===== src/rtl/dmem_arb_pkg.sv =====
// dmem_arb_pkg: shared state and master-id types for the data-memory arbiter
package dmem_arb_pkg;
   typedef enum logic [1:0] {IDLE, BUSY, DONE} state_e;
   typedef enum logic {M_CPU = 1'b0, M_DMA = 1'b1} master_e;
endpackage


===== src/rtl/rr_pick2.sv =====
// rr_pick2: combinational two-way round-robin chooser
module rr_pick2
   import dmem_arb_pkg::*;
(
   input  logic [1:0] req,
   input  master_e    last_grant,
   output logic       valid,
   output master_e    grant_id
);
   // A lone request wins outright; on a tie the master not served last wins
   always_comb begin
      valid    = |req;
      grant_id = master_e'((req == 2'b11) ? ~last_grant : req[1]);
   end
endmodule


===== src/rtl/dmem_arbiter.sv =====
// dmem_arbiter: serialises CPU and DMA accesses onto the single-port dmem with wait states
module dmem_arbiter
   import dmem_arb_pkg::*;
#(
   parameter int ADDR_WIDTH  = 32,
   parameter int DATA_WIDTH  = 32,
   parameter int WAIT_CYCLES = 2
) (
   input  logic                  clk,
   input  logic                  reset,
   input  logic                  cpu_req,
   input  logic                  cpu_we,
   input  logic [ADDR_WIDTH-1:0] cpu_addr,
   input  logic [DATA_WIDTH-1:0] cpu_wdata,
   output logic [DATA_WIDTH-1:0] cpu_rdata,
   output logic                  cpu_ack,
   output logic                  cpu_stall,
   input  logic                  dma_req,
   input  logic                  dma_we,
   input  logic [ADDR_WIDTH-1:0] dma_addr,
   input  logic [DATA_WIDTH-1:0] dma_wdata,
   output logic [DATA_WIDTH-1:0] dma_rdata,
   output logic                  dma_ack,
   output logic                  dma_stall,
   output logic                  mem_we,
   output logic [ADDR_WIDTH-1:0] mem_addr,
   output logic [DATA_WIDTH-1:0] mem_wdata,
   input  logic [DATA_WIDTH-1:0] mem_rdata
);
   localparam int CW = (WAIT_CYCLES > 0) ? $clog2(WAIT_CYCLES + 1) : 1;

   state_e                state_q;
   master_e               gnt_q, last_q, pick_id;
   logic                  pick_valid, we_q, cpu_ack_q, dma_ack_q;
   logic [CW-1:0]         cnt_q;
   logic [ADDR_WIDTH-1:0] addr_q;
   logic [DATA_WIDTH-1:0] wdata_q, cpu_rdata_q, dma_rdata_q;

   rr_pick2 u_pick (
      .req       ({dma_req, cpu_req}),
      .last_grant(last_q),
      .valid     (pick_valid),
      .grant_id  (pick_id)
   );

   // Arbitration FSM: latch the winner in IDLE, count wait states in BUSY, pulse ack in DONE
   always_ff @(posedge clk or posedge reset) begin
      if (reset) begin
         state_q     <= IDLE;
         gnt_q       <= M_CPU;
         last_q      <= M_DMA;
         we_q        <= 1'b0;
         addr_q      <= '0;
         wdata_q     <= '0;
         cnt_q       <= '0;
         cpu_ack_q   <= 1'b0;
         dma_ack_q   <= 1'b0;
         cpu_rdata_q <= '0;
         dma_rdata_q <= '0;
      end else begin
         cpu_ack_q <= 1'b0;
         dma_ack_q <= 1'b0;
         case (state_q)
            IDLE: if (pick_valid) begin
               gnt_q   <= pick_id;
               we_q    <= (pick_id == M_DMA) ? dma_we : cpu_we;
               addr_q  <= (pick_id == M_DMA) ? dma_addr : cpu_addr;
               wdata_q <= (pick_id == M_DMA) ? dma_wdata : cpu_wdata;
               cnt_q   <= CW'(WAIT_CYCLES);
               state_q <= BUSY;
            end
            BUSY: if (cnt_q == '0) begin
               if (gnt_q == M_DMA) begin
                  dma_rdata_q <= mem_rdata;
                  dma_ack_q   <= 1'b1;
               end else begin
                  cpu_rdata_q <= mem_rdata;
                  cpu_ack_q   <= 1'b1;
               end
               last_q  <= gnt_q;
               state_q <= DONE;
            end else begin
               cnt_q <= cnt_q - 1'b1;
            end
            DONE: state_q <= IDLE;
            default: state_q <= IDLE;
         endcase
      end
   end

   // Write strobe only in the last BUSY cycle so each store writes exactly once
   always_comb begin
      mem_we    = (state_q == BUSY) && (cnt_q == '0) && we_q;
      mem_addr  = addr_q;
      mem_wdata = wdata_q;
      cpu_ack   = cpu_ack_q;
      dma_ack   = dma_ack_q;
      cpu_rdata = cpu_rdata_q;
      dma_rdata = dma_rdata_q;
      cpu_stall = cpu_req & ~cpu_ack_q;
      dma_stall = dma_req & ~dma_ack_q;
   end
endmodule


===== config.mk =====
export PLATFORM = sky130hd
export DESIGN_NAME = dmem_arbiter
export DESIGN_NICKNAME = d
export VERILOG_FILES = /design/src/rtl/dmem_arb_pkg.sv /design/src/rtl/rr_pick2.sv /design/src/rtl/dmem_arbiter.sv
export SDC_FILE = /design/constraint.sdc
export NUM_CORES = 1
export LEC_CHECK = 0
export BUFFER_PORTS_ARGS = -buffer_cell sky130_fd_sc_hd__clkbuf_2
export CELL_PAD_IN_SITES_DETAIL_PLACEMENT = 1
export CELL_PAD_IN_SITES_GLOBAL_PLACEMENT = 1
export CORE_MARGIN = 1
export CORE_UTILIZATION = 36
export CTS_CLUSTER_DIAMETER = 60
export DETAILED_ROUTE_END_ITERATION = 6
export PLACE_DENSITY_LB_ADDON = 0.1
export SYNTH_ARGS = -nofsm -noshare
export SYNTH_HDL_FRONTEND = slang
export SYNTH_SLANG_ARGS = --single-unit

===== constraint.sdc =====
create_clock -name clk -period 5 [get_ports clk]
set_input_delay 0.75 -clock clk [delete_from_list [all_inputs] [get_ports clk]]
set_output_delay 0.75 -clock clk [all_outputs]
set_load 0.005 [all_outputs]

==> out/metrics.sh <==
TIMING.SETUP.TNS_NS=0
GRT_FIRST_PASS_WIRELENGTH_UM=25600
NUMCTSBUFFERS=17
ROWS=47
ROUTABILITYCONGESTION=0.821
DETAIL_ROUTE.ITER0.VIOLATIONS=49
WORSTPATHCELLLIST='or2_1 > nor2_4 > buf_4 > mux2_2'
CRITICAL_PATH.REG2REG.STARTPOINT='state_q[0]'
LAYOUT-DRIVE-GT1-SHARE_PCT=77.4
DETAILEDPLACEMENTHPWL_UM=12000
HTREEDEPTH=4
FINALCRITPERIODSHARE_PCT=50.0
TIMING.FINAL.CRIT_PERIOD_NS=2.50
SLEW-LIMIT-HEADROOM_PCT=32.8
STARTING_UTILIZATION_OF_THE_CORE_AREA_PCT=36.8
SLOWEST_STAGE_CELL_CRIT_PATH='sky130_fd_sc_hd__nor2_4'
YOSYSSEQAREASHARE_PCT=56.4
AREA_GROWTH_PCT=37.0
TIMING_MAX_TRANSITION_VIOLATIONS_FINAL=0
CTS_POST_SETUP_BUFFERS_INSERTED=0
SYN_AVG_CELL_AREA_UM2=16.1
POST_SYNTH_MAIN_AREA_CONTRIBUTORS='sky130_fd_sc_hd__dfrtp_1 56%, sky130_fd_sc_hd__mux2_2 29%, sky130_fd_sc_hd__mux2_4 9.6%, sky130_fd_sc_hd__buf_6 0.93%, sky130_fd_sc_hd__buf_2 0.82%'
VIA_PER_INST=4.66
POSTLAYOUTCELLAREA_UM2=8320
CP.REQUIRED_NS=5.30
NUMBER_OF_GLOBAL_ROUTE_VIAS_BEFORE_REPAIR=4728
PORT_BUFFERS=298
NETLIST.AREA_LEADER.SHARE_PCT=56.0
WORST_SETUP_PATH_ENDPOINT='mem_wdata[24]'
STATUS='completed'
CLOCK_SINK_COUNT=137
CELLPOWERDENSITY_nW_PER_UM2=610
POWER.TOTAL_mW=5.08
MAX_FREQUENCY_GHz=0.400
PRE_CTS_SETUP_SLACK_NS=2.13
PLACED_CELL_AREA_UM2=7750
END_KIND='flop'
DETAIL_ROUTE.WIRELENGTH_UM=15900
CRITICALPATHCATEGORY='reg -> reg'
SYNTHCELLS=377
HOLD_PATH.CLASS='in -> async'
MASTER_CELL_OF_THE_CLOCK_ROOT_BUFFER='sky130_fd_sc_hd__clkbuf_16'
DIODES=0
GR-TOTAL-OVERFLOW=0
NUM-NETS-FINAL=845
SYNTH-SEQ-CELLS=137
GRT_TOTAL_USAGE_PCT=19.1
POST_SYNTH_NUM_CELL_TYPES=22
DIE-WIDTH_UM=132
REPORT.FINAL.SETUP_VIOL=0
CRIT_BUF_INV=1
RSZ0062_AT_GRT='no'
WORST-R2R-SETUP-SLACK_NS=2.50
CORE_AREA_UM2=16500
POWER_LEAKAGE_nW=4.17
CTS_TREE='yes'
YOSYSWARNINGS=0
FILLER_CELL_COUNT=1751
CRITPATHTOPFAMILY='simple AND/OR/NAND/NOR gates'
FLOORPLAN.IO_PINS=299
TIMING.REG2REG.WORST_PATH_DEPTH=4
MAPPEDNETLISTAREA_UM2=6080
FINALCLOCKSKEW_NS=0.00790
CLK_TRANSITION_REPORTED_PATHS_NS=0.06
START_KIND='flop'
MAPPEDNETLISTNETS=545
TIMING_WORST_SLEW_PIN_VALUE_NS=1.01
DRT_PASS1_ITERATIONS=4
POWER.IR.VDD_WORST_mV=0.240
FINALHOLDVIOLCOUNT=0
MAX_STAGE_DELAY_NS=0.74
DIEHEIGHT_UM=132
GRT_START_MAX_NET_PINS=84
CELL_TYPE_WITH_THE_HIGHEST_AGGREGATE_AREA_IN_THE_NETLIST='sky130_fd_sc_hd__dfrtp_1'
CTS_RESIZED=0
REG2REG_TO='mem_wdata[24]'
ANTENNA_LEFT=0
DRT-WIRELENGTH-PER-CELL_UM=17.5
DIE_AREA_UM2=17400
HOLD_BUFFERS=0
CLOCK_LATENCY_NS=0.41
POST-ROUTE-WORST-SETUP-SLACK_NS=2.50
VIA_COUNT=4245
PATH_DEPTH=4
WORST_PATH_MAXIMUM_FANOUT=34
CTSLONGESTPATHBUFFERS=2
CRITICAL_PATH_ARRIVAL_NS=2.80
DRC=0
GRT_ANTENNA_BEFORE_REPAIR=0
WORST_SETUP_PATH_STARTPOINT='state_q[0]'
DRV.MAX_CAP_VIOLATION_COUNT=0
==> power breakdown <==
group          switching (mW)  leakage (nW)  internal, mW
logic                   0.779          2.30          1.11
clock network           0.508         0.262         0.696
registers               0.300          1.61          1.68
==> routing by layer <==
metal	vias up	track usage [%]	share of wire [%]
li1	1949	-	-
met1	2090	20.9	37
met2	183	33.5	52
met3	23	7.38	8.6
met4	0	6.78	1.7
met5	-	0	0
==> final cells by class <==
class	instances	area (um^2)	share of cell area, %
clock inverter	14	140	1.68
inverter	5	23.8	0.286
tap	220	275	3.31
timing repair buffer	301	1510	18.2
sequential	137	3430	41.2
clock buffer	18	429	5.16
multi-input combinational	215	2510	30.2
==> stage by stage <==
stage	hold slack [ns]	util, %	cells
finish	0.476	50.4	910
global route	0.521	50.4	910
CTS	0.475	50.4	910
detailed placement	0.468	46.9	878
global placement	0.462	46.9	878
floorplan	0.451	-	377
==> cells in the mapped netlist <==
master,number
sky130_fd_sc_hd__dfstp_2,1
sky130_fd_sc_hd__or3b_2,1
sky130_fd_sc_hd__o22a_1,1
sky130_fd_sc_hd__buf_4,5
sky130_fd_sc_hd__and2_1,1
sky130_fd_sc_hd__ha_1,2
sky130_fd_sc_hd__and3_1,1
sky130_fd_sc_hd__mux2_2,156
sky130_fd_sc_hd__or2_1,1
sky130_fd_sc_hd__nor2_1,3
sky130_fd_sc_hd__nand3_1,1
sky130_fd_sc_hd__buf_6,5
sky130_fd_sc_hd__dfrtp_1,136
sky130_fd_sc_hd__buf_2,10
sky130_fd_sc_hd__nand3b_1,1
sky130_fd_sc_hd__mux2_4,39
sky130_fd_sc_hd__inv_1,5
sky130_fd_sc_hd__o31ai_1,1
sky130_fd_sc_hd__a21bo_2,1
sky130_fd_sc_hd__o21ai_0,2
sky130_fd_sc_hd__nor2b_1,3
sky130_fd_sc_hd__mux2i_1,1
==> sequential cells by signal (all words and copies together), names as in the netlist <==
| name | cells |
|---|---|
| cpu_rdata | 32 |
| dma_rdata | 32 |
| mem_addr | 32 |
| mem_wdata | 32 |
| cnt_q | 2 |
| state_q | 2 |
| cpu_ack | 1 |
| dma_ack | 1 |
| gnt_q | 1 |
| last_q | 1 |
| we_q | 1 |
==> how the worst min path moves through the flow <==
stage	cells after the start	slack, ns	endpoint	start
3_3_place_gp	1	0.46	cnt_q[0]	cnt_q[0]
4_1_cts	1	0.48	cnt_q[0]	cnt_q[0]
3_5_place_dp	1	0.47	cnt_q[0]	cnt_q[0]
5_1_grt	1	0.52	mem_addr[14]	mem_addr[14]
6_report	2	0.48	cpu_rdata[21]	reset
2_1_floorplan	1	0.45	cnt_q[0]	cnt_q[0]
==> logic make-up after synthesis <==
| group | synth area share [%] |
|---|---|
| flops | 56.4 |
| fa+ha+maj | 0.412 |
| mux | 38.7 |
| buf+inv | 2.68 |
| simple gates | 1.15 |
| compound gates | 0.597 |
==> worst register-to-register path: stages (launching register included) <==
cell,delay (ns)
sky130_fd_sc_hd__dfrtp_1,0.40
sky130_fd_sc_hd__or2_1,0.30
sky130_fd_sc_hd__nor2_4,0.74
sky130_fd_sc_hd__buf_4,0.54
sky130_fd_sc_hd__mux2_2,0.40
==> placed cells by master (no fill, tap or decap) <==
| cell type | synthesis | routed |
|---|---|---|
| sky130_fd_sc_hd__a21bo_4 | 0 | 1 |
| sky130_fd_sc_hd__and2_1 | 1 | 1 |
| sky130_fd_sc_hd__and3_1 | 1 | 1 |
| sky130_fd_sc_hd__buf_4 | 5 | 3 |
| sky130_fd_sc_hd__bufinv_16 | 0 | 1 |
| sky130_fd_sc_hd__clkbuf_1 | 0 | 1 |
| sky130_fd_sc_hd__clkbuf_16 | 0 | 17 |
| sky130_fd_sc_hd__clkbuf_2 | 0 | 298 |
| sky130_fd_sc_hd__clkinv_4 | 0 | 2 |
| sky130_fd_sc_hd__clkinvlp_4 | 0 | 5 |
| sky130_fd_sc_hd__dfrtp_1 | 136 | 136 |
| sky130_fd_sc_hd__dfstp_2 | 1 | 1 |
| sky130_fd_sc_hd__ha_1 | 2 | 2 |
| sky130_fd_sc_hd__inv_1 | 5 | 4 |
| sky130_fd_sc_hd__inv_6 | 0 | 6 |
| sky130_fd_sc_hd__inv_8 | 0 | 1 |
| sky130_fd_sc_hd__mux2_2 | 156 | 156 |
| sky130_fd_sc_hd__mux2_4 | 39 | 39 |
| sky130_fd_sc_hd__mux2i_1 | 1 | 1 |
| sky130_fd_sc_hd__nand3_2 | 0 | 1 |
| sky130_fd_sc_hd__nand3b_1 | 1 | 1 |
| sky130_fd_sc_hd__nor2_1 | 3 | 1 |
| sky130_fd_sc_hd__nor2_4 | 0 | 2 |
| sky130_fd_sc_hd__nor2b_1 | 3 | 3 |
| sky130_fd_sc_hd__o21ai_0 | 2 | 2 |
| sky130_fd_sc_hd__o22a_1 | 1 | 1 |
| sky130_fd_sc_hd__o31ai_1 | 1 | 1 |
| sky130_fd_sc_hd__or2_1 | 1 | 1 |
| sky130_fd_sc_hd__or3b_2 | 1 | 1 |
No activity file was read; power rests on OpenSTA's default activity.
